File: config.mk
export PLATFORM = sky130hd
export DESIGN_NAME = popcount_window_accumulator_flat
export DESIGN_NICKNAME = d
export VERILOG_FILES = /design/src/rtl/popcount_window_accumulator_if.sv /design/src/rtl/popcount_window_accumulator.sv /design/src/flat_wrapper.sv
export SDC_FILE = /design/constraint.sdc
export NUM_CORES = 1
export LEC_CHECK = 0
export CORE_MARGIN = 2
export CORE_UTILIZATION = 40
export CTS_BUF_LIST = sky130_fd_sc_hd__clkbuf_4
export DETAILED_ROUTE_END_ITERATION = 6
export GPL_TIMING_DRIVEN = 0
export PLACE_DENSITY = 0.68
export SLEW_MARGIN = 20
export SYNTH_ARGS = -nofsm -noshare
export SYNTH_HDL_FRONTEND = slang
export SYNTH_SLANG_ARGS = --single-unit
File: constraint.sdc
create_clock -name clk -period 1.53 [get_ports clk]
set_input_delay 0.459 -clock clk [delete_from_list [all_inputs] [get_ports clk]]
set_output_delay 0.459 -clock clk [all_outputs]
set_load 0.005 [all_outputs]
File: src/rtl/popcount_window_accumulator_if.sv
// Handshake bundle between the popcount stage, the window accumulator and the
// downstream display/IO register.
interface popcount_window_accumulator_if #(
  parameter int SUM_W = 7,
  parameter int IDX_W = 6
);
  logic             start;
  logic [4:0]       cnt_onehot;
  logic             in_valid;
  logic             in_ready;
  logic             out_valid;
  logic             out_ready;
  logic [SUM_W-1:0] sum;
  logic [2:0]       peak;
  logic             onehot_err;
  logic [IDX_W-1:0] sample_idx;
  logic             busy;

  modport master (
    output start, cnt_onehot, in_valid, out_ready,
    input  in_ready, out_valid, sum, peak, onehot_err, sample_idx, busy
  );

  modport slave (
    input  start, cnt_onehot, in_valid, out_ready,
    output in_ready, out_valid, sum, peak, onehot_err, sample_idx, busy
  );
endinterface

File: src/rtl/popcount_window_accumulator.sv
// Sums WINDOW one-hot popcount samples, tracks the peak count and flags
// malformed samples, then offers the result on a valid/ready handshake.
module popcount_window_accumulator #(
  parameter int WINDOW = 16,
  parameter int SUM_W  = 7,
  parameter int IDX_W  = 6
) (
  input  logic clk,
  input  logic rst_n,  // active-high despite the name
  popcount_window_accumulator_if.slave bus
);

  typedef enum logic [1:0] {
    ST_IDLE  = 2'd0,
    ST_ACCUM = 2'd1,
    ST_DONE  = 2'd2
  } state_t;

  localparam logic [IDX_W:0] WIN_CNT = (IDX_W + 1)'(WINDOW);

  state_t           state_q, state_d;
  logic [SUM_W-1:0] sum_q, sum_d;
  logic [2:0]       peak_q, peak_d;
  logic             err_q, err_d;
  logic [IDX_W-1:0] idx_q, idx_d;

  logic [2:0]       weight;
  logic             malformed;
  logic             accept;
  logic [IDX_W:0]   idx_inc;
  logic             last_sample;

  // Anything other than exactly one set bit decodes to weight 0 and is flagged.
  always_comb begin
    // NOTE: every variable gets a default first so no latch is inferred.
    weight    = 3'd0;
    malformed = 1'b0;
    case (bus.cnt_onehot)
      5'b00001: weight = 3'd0;
      5'b00010: weight = 3'd1;
      5'b00100: weight = 3'd2;
      5'b01000: weight = 3'd3;
      5'b10000: weight = 3'd4;
      default:  malformed = 1'b1;
    endcase
  end

  assign accept      = bus.in_valid && (state_q == ST_ACCUM);
  assign idx_inc     = {1'b0, idx_q} + (IDX_W + 1)'(1);
  assign last_sample = (idx_inc == WIN_CNT);

  always_comb begin
    state_d = state_q;
    sum_d   = sum_q;
    peak_d  = peak_q;
    err_d   = err_q;
    idx_d   = idx_q;
    case (state_q)
      ST_IDLE: begin
        if (bus.start) begin
          state_d = ST_ACCUM;
          sum_d   = '0;
          peak_d  = '0;
          err_d   = 1'b0;
          idx_d   = '0;
        end
      end
      ST_ACCUM: begin
        if (accept) begin
          sum_d  = sum_q + SUM_W'(weight);
          peak_d = (weight > peak_q) ? weight : peak_q;
          err_d  = err_q | malformed;
          idx_d  = idx_inc[IDX_W-1:0];
          if (last_sample) state_d = ST_DONE;
        end
      end
      ST_DONE: begin
        // Results stay frozen until the consumer takes them; a start in the
        // same cycle opens the next window without passing through IDLE.
        if (bus.out_ready) begin
          if (bus.start) begin
            state_d = ST_ACCUM;
            sum_d   = '0;
            peak_d  = '0;
            err_d   = 1'b0;
            idx_d   = '0;
          end else begin
            state_d = ST_IDLE;
          end
        end
      end
      default: state_d = ST_IDLE;
    endcase
  end

  always_ff @(posedge clk or posedge rst_n) begin
    if (rst_n) begin
      state_q <= ST_IDLE;
      sum_q   <= '0;
      peak_q  <= '0;
      err_q   <= 1'b0;
      idx_q   <= '0;
    end else begin
      // NOTE: non-blocking so every flop updates from the same pre-edge values.
      state_q <= state_d;
      sum_q   <= sum_d;
      peak_q  <= peak_d;
      err_q   <= err_d;
      idx_q   <= idx_d;
    end
  end

  // Handshake flags decode straight from the state register: no input-to-output path.
  assign bus.in_ready   = (state_q == ST_ACCUM);
  assign bus.out_valid  = (state_q == ST_DONE);
  assign bus.busy       = (state_q != ST_IDLE);
  assign bus.sum        = sum_q;
  assign bus.peak       = peak_q;
  assign bus.onehot_err = err_q;
  assign bus.sample_idx = idx_q;

endmodule

File: src/flat_wrapper.sv
// flat-port wrapper written by rule: the top's interface ports become plain ports
module popcount_window_accumulator_flat 
#(
  parameter int WINDOW = 16,
  parameter int SUM_W  = 7,
  parameter int IDX_W  = 6
)
  (clk, rst_n, bus_start, bus_cnt_onehot, bus_in_valid, bus_out_ready, bus_in_ready, bus_out_valid, bus_sum, bus_peak, bus_onehot_err, bus_sample_idx, bus_busy);
  popcount_window_accumulator_if #(.SUM_W(SUM_W), .IDX_W(IDX_W)) bus_i ();
  input  logic clk;
  input  logic rst_n;
  input wire logic [$bits(bus_i.start)-1:0] bus_start;
  input wire logic [$bits(bus_i.cnt_onehot)-1:0] bus_cnt_onehot;
  input wire logic [$bits(bus_i.in_valid)-1:0] bus_in_valid;
  input wire logic [$bits(bus_i.out_ready)-1:0] bus_out_ready;
  output wire logic [$bits(bus_i.in_ready)-1:0] bus_in_ready;
  output wire logic [$bits(bus_i.out_valid)-1:0] bus_out_valid;
  output wire logic [$bits(bus_i.sum)-1:0] bus_sum;
  output wire logic [$bits(bus_i.peak)-1:0] bus_peak;
  output wire logic [$bits(bus_i.onehot_err)-1:0] bus_onehot_err;
  output wire logic [$bits(bus_i.sample_idx)-1:0] bus_sample_idx;
  output wire logic [$bits(bus_i.busy)-1:0] bus_busy;
  assign bus_i.start = bus_start;
  assign bus_i.cnt_onehot = bus_cnt_onehot;
  assign bus_i.in_valid = bus_in_valid;
  assign bus_i.out_ready = bus_out_ready;
  assign bus_in_ready = bus_i.in_ready;
  assign bus_out_valid = bus_i.out_valid;
  assign bus_sum = bus_i.sum;
  assign bus_peak = bus_i.peak;
  assign bus_onehot_err = bus_i.onehot_err;
  assign bus_sample_idx = bus_i.sample_idx;
  assign bus_busy = bus_i.busy;
  popcount_window_accumulator #(.WINDOW(WINDOW), .SUM_W(SUM_W), .IDX_W(IDX_W)) u_core (.clk(clk), .rst_n(rst_n), .bus(bus_i));
endmodule
* After elaboration in Yosys (flattened, before gate mapping) *
Index checks and enable logic that the tools add are counted.

cells by class
  bitwise operators = 1
  eq/ne operators = 13
  $lt $le $gt $ge = 1
  muxes and demuxes = 25
  reduce and logical (&&, ||, !) cells = 8
  add/sub/neg operators = 2

operators by type and width
  cell                                                                     count
  7-bit 2-to-1 mux                                                         3
  7-bit one-hot mux with 3 select lines                                    1
  6-bit 2-to-1 mux                                                         3
  6-bit one-hot mux with 3 select lines                                    1
  3-bit 2-to-1 mux                                                         4
  3-bit one-hot mux with 4 select lines                                    1
  3-bit one-hot mux with 3 select lines                                    1
  2-bit 2-to-1 mux                                                         4
  4-bit AND reduction                                                      2
  6-bit by 1-bit adder with 7-bit output, second input constant            1
  7-bit by 3-bit adder with 7-bit output                                   1
  7-bit by 5-bit equality test with 1-bit output, second input constant    1
  2-bit by 1-bit inequality test with 1-bit output, second input constant  3
  2-bit one-hot mux with 3 select lines                                    1
  5-bit by 1-bit equality test with 1-bit output, second input constant    1
  5-bit by 2-bit equality test with 1-bit output, second input constant    1
  5-bit by 3-bit equality test with 1-bit output, second input constant    1
  5-bit by 4-bit equality test with 1-bit output, second input constant    1
  5-bit equality test, second input constant                               1
  1-bit 2-to-1 mux                                                         5
  5-bit OR reduction                                                       1
  2-bit inequality test, second input constant                             2
  3-bit > comparator                                                       1
  1-bit one-hot mux with 3 select lines                                    1
  8 further kinds                                                          8

word-level totals
  output and inout bits = 20
  input bits = 10
  bits in registers = 19

* Logic depth before layout (Yosys ltp) *
Gate-level depths: netlist of the first run.

  word-level depth = 6
  gate-level depth with buffers = 10
  depth with buffers taken out = 9

* Worst setup path after synthesis of the first run *
No wires, ideal clock.

  kind = input-to-reg
  from = input bus_cnt_onehot[3]
  to = register u_core.sum_q[5] (netlist: u_core.bus.sum[5])
  setup slack = -0.804 ns
  data required time = 1.410 ns
  stages on the path = 9
  arrival = 2.213 ns
  cells stage by stage = buf_2 > xnor2_1 > nor4_1 > ha_1 > nand2_1 > o41ai_1 > maj3_1 > a31oi_1 > a41o_1

between the ends
  word-level cells in the longest chain between the ends = 5

ends and longest elaborated chain
  item                                               line                                source
  start, declared                                    flat_wrapper.sv:13                  input wire logic [$bits(bus_i.cnt_onehot)-1:0] bus_cnt_onehot;
  5-bit equality test, or another cell as far along  popcount_window_accumulator.sv:38   case (bus.cnt_onehot)
  3-bit one-hot mux with 4 select lines *            popcount_window_accumulator.sv:38
  7-bit by 3-bit adder with 7-bit output *           popcount_window_accumulator.sv:70   sum_d = sum_q + SUM_W'(weight);
  7-bit 2-to-1 mux *                                 popcount_window_accumulator.sv:69   if (accept) begin
  7-bit one-hot mux with 3 select lines *            popcount_window_accumulator.sv:58   case (state_q)
  end signal, assigned                               popcount_window_accumulator.sv:106  sum_q <= sum_d;
  end, declared                                      popcount_window_accumulator.sv:22   logic [SUM_W-1:0] sum_q, sum_d;

Mark *: on every way between the ends. The rest lies on a longest branch, timed or not. The select of a mux whose other input is x is not followed.
A chain may end at the register's enable or synchronous reset.

* Worst setup path after layout of the first run *
  from = input bus_cnt_onehot[3]
  to = register u_core.sum_q[4] (netlist: u_core.bus.sum[4])

Same word-level chain as after synthesis.

==> reports/results.txt, run 1 <==
CTS tree -> yes
Final WL -> 4.06 mm
Share of layout cells above drive strength 1 -> 46.2%
Worst Setup End Kind -> flop
Final Non-Filler Cells -> 243
Post-route ant nets -> 0
Synth warn -> 0
Clock H-tree levels -> 1
Ranking of synthesized cells by area -> dfrtp_1, nand2_1, ha_1
DR vias -> 1351
Largest net degree at the start of global routing -> 20
Full die area -> 0.00349 mm²
Final critical-path required period -> 1950 ps
Die height -> 59.1 µm
Clock Sinks -> 19
Status -> complete, but fails checks
Max Cap Viol -> 0
CTS root buf -> clkbuf_4
Seq cells post-synth -> 19
Number of global-route vias before repair -> 1368
HP Class -> in2reg
Total global routing overflow -> 0
Synth cell types -> 39
GPL Wtd Cong -> 0.781
Initial antenna violation count -> 0
Final hold violations -> 0
CP dominant cell by count -> inv_2
Pin slew with the least headroom to its limit -> 745 ps
Commonest register cell after synthesis -> dfrtp_1
DR pass1 iterations -> 4
Layout Area Growth over Synthesis -> 79.8%
Slowest stage cell, crit path -> fa_2
Slew HR -> 50.3%
Clk_skew -> 6.94 ps
Yosys top cell area share -> 39.2%
Worst Path Arrival -> 2180 ps
PwrDens -> 1540 mW/mm²
Wirelength per Cell -> 16.7 µm
Diodes inserted -> 0
Die Wd -> 59.1 µm
Achievable Freq -> 513 MHz
Cell taking the most area after synthesis -> dfrtp_1
Fill count -> 177
Via density -> 5.56
Number of DRC markers in iteration 0 -> 83
Failing checks -> negative setup slack
Syn Nets -> 153
Avg Inst Size Synth -> 8.85 µm²
Initial core utilization -> 42.9%
Final setup fails -> 16
IO Port Bufs -> 27
Syn Inst Count -> 137
Ports -> 30
Seq/Total Area, Yosys -> 39.2%
Gr usage total -> 23.4%
Clock transition at the registers of the reported paths -> 130 ps
Max FO, Critical Path -> 3
Dpl cells -> 195
EDFF count, synth -> 0
CP Class -> in2reg
Synth Cell Area -> 0.00121 mm²
Final worst slack -> -419 ps
Async SR Flop Fraction -> 100%
Final design utilization -> 77.0%
Total CTS buffers -> 3
Maximum VDD drop -> 1.04 mV
Final Max Slew Viols -> 0
Worst-path cell chain -> buf_12 -> xnor2_4 -> nor4_4 -> buf_4 -> inv_2 -> fa_2 -> inv_2 -> maj3_2 -> a31oi_1 -> a41o_2
DRC -> 0
Post-DP HPWL -> 2.08 mm
Global-route wire length before repair -> 6.16 mm
RSZ-0062 raised after global routing -> true
Core footprint -> 0.00283 mm²
Max Buffers Root-to-Sink -> 2
Num rows -> 19
Critical Path RT -> 1760 ps
Nature of the critical path startpoint -> input pin
Post-layout net count -> 229
Max incr delay on CP -> 360 ps
Period utilisation layout -> 127%
Leak -> 1.07 nW
Clock latency on the worst-skew pair -> 330 ps
## metrics by stage
stage               cell area [µm²]  hold slack (ps)  power, W  setup WS, ps  setup TNS (ps)
global placement               1630              530   0.00213         -1250          -14720
global route                   2180              512   0.00355          -505           -5030
finish                         2180              478   0.00335          -419           -3650
detailed placement             1630              540   0.00216         -1280          -15120
floorplan                      1320              410   0.00161          -534           -4030
CTS                            2030              495   0.00296          -464           -3760
## Yosys cell counts (3+ instances only)
library cell and n:
ha_1 5, a21oi_1 5, o211ai_1 3, nor3_1 3, o31ai_1 3, xnor2_1 3
o21ai_0 8, inv_1 12, dfrtp_1 19, a22o_1 4, clkbuf_1 3, mux2i_1 4
nor2_1 11, nand2_1 22
## layout make-up
| type | count | area [µm²] | area share [%] |
|---|---|---|---|
| timing repair buffer | 71 | 629 | 28.9 |
| buffer | 5 | 61.3 | 2.81 |
| clock buffer | 3 | 22.5 | 1.03 |
| clock inverter | 1 | 5.00 | 0.230 |
| tap | 31 | 38.8 | 1.78 |
| sequential | 19 | 475 | 21.8 |
| inverter | 12 | 52.6 | 2.41 |
| multi-input combinational | 101 | 895 | 41.0 |
## state kept, by name, summed over array words and instances (netlist names)
signal	count
u_core.bus.sum	7
u_core.bus.sample_idx	6
u_core.bus.peak	3
u_core.bus.onehot_err	1
u_core.state_q	2
## where the power goes
part           switching, W  internal [W]  leakage, nW
registers          0.000124      0.000668        0.245
logic               0.00104       0.00122        0.807
clock network      0.000191     0.0000982       0.0177
## per-layer routing
metal / vias up / GRT usage (%) / part of all wire [%] / routed length, µm
met5: - / 0 / 0 / 0
met4: 0 / 8.77 / 3.5 / 142
met3: 14 / 3.49 / 3.7 / 151
met2: 53 / 38.9 / 51 / 2070
met1: 647 / 30.9 / 42 / 1700
li1: 637 / - / - / -
## final timing paths
path,from,to,slack [ps],depth (start not counted)
worst max-delay path,bus_cnt_onehot[3],u_core.bus.sum[4],-420,10
worst min register to register,u_core.bus.peak[1],u_core.bus.peak[1],570,2
worst max register to register,u_core.bus.sum[1],u_core.bus.sum[5],-220,6
min in group asynchronous,rst_n,u_core.bus.sum[0],540,2
max in group asynchronous,rst_n,u_core.bus.sample_idx[2],520,2
worst min-delay path,bus_cnt_onehot[0],u_core.bus.onehot_err,480,4
## placed cells by master (no fill, tap or decap), types with 4 or more instances in the layout
cell           instances
buf_4                 34
dfrtp_1               19
nand2_1               18
dlygate4sd2_1         15
buf_6                 13
nor2_1                10
inv_1                  8
clkbuf_4               5
o21ai_0                5
nand2_4                4
a22o_1                 4
mux2i_1                4
## worst max-delay path: cells and delay by family
family                   cells  cell delay, ps
AO/OA/AOI/OAI                2             330
XOR/XNOR                     1             130
buffers and inverters        4             370
AND/OR/NAND/NOR              1             330
adder cells (fa/ha/maj)      2             550
## kinds of logic (layout without fill, tap and decap cells)
kind of cell	after synthesis	count (layout)	share of synthesized area, %
muxes	4	4	3.30
AOI/OAI and AO/OA	33	33	18.7
adders and majority gates	8	8	8.46
and+or+nand+nor	51	51	21.1
xor gates and xnor gates	5	5	3.61
DFF	19	19	39.2
buffers and inverters	17	92	5.68
## what timing repair did
| item | in CTS | in global routing |
|---|---|---|
| gates cloned | 1 | 0 |
| hold buffers | 0 | 0 |
| pin swaps | 22 | 17 |
| gates resized for setup | 87 | 25 |
| setup endpoints to repair | 38 | 21 |
| setup buffers | 34 | 10 |
(Power assumes the default switching activity.)
==> run 2, diff against run 1 <==
--- a/config.mk
+++ b/config.mk
@@ -9,7 +9,6 @@
 export CORE_UTILIZATION = 40
 export CTS_BUF_LIST = sky130_fd_sc_hd__clkbuf_4
 export DETAILED_ROUTE_END_ITERATION = 6
-export GPL_TIMING_DRIVEN = 0
 export PLACE_DENSITY = 0.68
 export SLEW_MARGIN = 20
 export SYNTH_ARGS = -nofsm -noshare
==> reports/results.txt, run 2 (synthesis results as in run 1) <==
Pin slew with the least headroom to its limit -> 341 ps (-404 ps)
Post-DP HPWL -> 2.32 mm (+12%)
Sw Ratio -> 39.8% (-0.80 points)
Diodes inserted -> 0 (unchanged)
Initial antenna violation count -> 0 (unchanged)
Full die area -> 0.00349 mm² (unchanged)
Final Max Slew Viols -> 0 (unchanged)
PwrDens -> 1470 mW/mm² (-4.3%)
HP Class -> in2async
Leak -> 1.08 nW (+1.1%)
Final WL -> 3.89 mm (-4.2%)
Critical path launch point -> bus_cnt_onehot[2]
Final setup fails -> 16 (unchanged)
Layout Area Growth over Synthesis -> 81.7%
RSZ-0062 raised after global routing -> true
Largest net degree at the start of global routing -> 20 (unchanged)
Hold_buf cts -> 0 (unchanged)
Hold_ws -> 452 ps (-26.2 ps)
Post-route ant nets -> 0 (unchanged)
Clock latency on the worst-skew pair -> 310 ps (-20 ps)
Slowest stage cell, crit path -> fa_2
Switching Power -> 0.00129 W (-5.1%)
Number of DRC markers in iteration 0 -> 64 (-23%)
Fill count -> 184 (+4.0%)
IO Port Bufs -> 29 (+7.4%)
Worst Setup End Kind -> flop
Final critical-path required period -> 1850 ps (-94.1 ps)
Worst-path cell chain -> buf_8 -> or2_4 -> nor3_4 -> nand2_2 -> fa_2 -> inv_2 -> maj3_2 -> a31oi_1 -> a41o_2
Num rows -> 19 (unchanged)
Share of layout cells above drive strength 1 -> 47.7% (+1.5 points)
Critical Path RT -> 1750 ps (about the same)
Die height -> 59.1 µm (unchanged)
Max reg flops -> 7 (unchanged)
CP Class -> in2reg
Max FO, Critical Path -> 3 (unchanged)
Nature of the critical path startpoint -> input pin
Core footprint -> 0.00283 mm² (unchanged)
Final hold violations -> 0 (unchanged)
Period utilisation layout -> 121% (-6.1 points)
Final worst slack -> -324 ps (+94.1 ps)
DR vias -> 1360 (+0.67%)
Total global routing overflow -> 0 (unchanged)
Via density -> 5.38 (-3.3%)
Global-route wire length before repair -> 6.01 mm (-2.5%)
Failing checks -> negative setup slack
Slew HR -> 77.3% (+27 points)
Ports -> 30 (unchanged)
Worst Path Arrival -> 2070 ps (-110 ps)
Sequential share of power -> 23.6% (about the same)
Clock power share -> 9.0% (+0.4 points)
Gr usage total -> 22.6% (-0.86 points)
R2r startpoint -> u_core.bus.sum[1]
Commonest non-fill, non-tap cells in the layout -> buf_4, dfrtp_1, nand2_1, buf_6, dlygate4sd2_1
CTS tree -> yes
Int Power -> 0.00195 W (-2.0%)
Clock H-tree levels -> 1 (unchanged)
Post-layout net count -> 239 (+4.4%)
DRC -> 0 (unchanged)
Die Wd -> 59.1 µm (unchanged)
CTS root buf -> clkbuf_4
GPL Wtd Cong -> 0.823 (+5.4%)
Clock transition at the registers of the reported paths -> 130 ps (about the same)
Maximum VDD drop -> 1.38 mV (+33%)
Total CTS buffers -> 3 (unchanged)
Clock Sinks -> 19 (unchanged)
Leading cell type in the layout, fill and taps excluded -> buf_4
Share of total power in combinational logic -> 67.4% (-0.3 points)
Status -> complete, but fails checks
Initial core utilization -> 42.9% (unchanged)
DR pass1 iterations -> 4 (unchanged)
Achievable Freq -> 539 MHz (+5.1%)
Final design utilization -> 77.9% (+0.84 points)
Max Buffers Root-to-Sink -> 2 (unchanged)
Max Cap Viol -> 0 (unchanged)
Wirelength per Cell -> 15.4 µm (-8.0%)
Max incr delay on CP -> 360 ps (about the same)
Clk_skew -> 16.5 ps (+9.60 ps)
Number of global-route vias before repair -> 1368 (unchanged)
-- run 2: stage by stage --
| stage | worst slack [ps] | std cells | TNS [ps] | cell area (µm²) | power, W |
|---|---|---|---|---|---|
| final | -324 | 253 | -2930 | 2200 | 0.00324 |
| after global routing | -414 | 253 | -3720 | 2200 | 0.00348 |
| after CTS | -366 | 247 | -2960 | 2090 | 0.00296 |
| after detailed placement | -1160 | 221 | -12850 | 1820 | 0.00242 |
| after global placement | -1080 | 221 | -12030 | 1820 | 0.00237 |
| after floorplan | -534 | 137 | -4030 | 1320 | 0.00161 |
-- run 2: timing repair --
| item | in CTS | in global routing |
|---|---|---|
| resized for setup | 82 | 25 |
| hold endpoints to repair | 0 | 0 |
| gates cloned | 0 | 2 |
| setup buffers | 23 | 4 |
| setup endpoints to repair | 34 | 21 |
| pin swaps | 13 | 13 |
-- run 2: worst max-delay path, delay by kind of cell --
family / cells / cell delay [ps]
compound gates: 2 / 310
buf+inv: 2 / 160
simple gates: 3 / 590
fa+ha+maj: 2 / 560
-- run 2: final timing paths --
path	end	slack [ps]	cells after the start
worst max-delay path	u_core.bus.sum[4]	-320	9
worst min-delay path	u_core.bus.onehot_err	450	3
worst max register to register	u_core.bus.sum[4]	-200	7
worst min register to register	u_core.bus.sum[6]	590	2
max in group asynchronous	u_core.bus.peak[1]	850	3
min in group clk	u_core.bus.onehot_err	570	5
-- run 2: power groups by stage --
stage,Combinational (W),Clock [W],Sequential (W)
detailed placement,0.00158,0,0.000842
global route,0.00237,0.000324,0.000789
CTS,0.00189,0.000303,0.000765
global placement,0.00154,0,0.000835
finish,0.00218,0.000291,0.000766
floorplan,0.000763,0,0.000846
-- run 2: metal layers --
layer / global-route usage [%] / up-vias / part of all wire, % / wire length, µm
met3: 4.59 / 4 / 3.9 / 153
met2: 39.4 / 33 / 50 / 1960
li1: - / 659 / - / -
met1: 29.0 / 664 / 45 / 1760
met4: 4.55 / 0 / 0.46 / 18
met5: 0 / - / 0 / 0
-- run 2: cell type report --
type                            count  area [µm²]  share of cell area, %
Inverter                           12        50.0                   2.27
Tap cell                           31        38.8                   1.76
Timing Repair Buffer               85         737                   33.4
Sequential cell                    19         475                   21.6
Multi-Input combinational cell    102         872                   39.6
Clock buffer                        4        30.0                   1.36
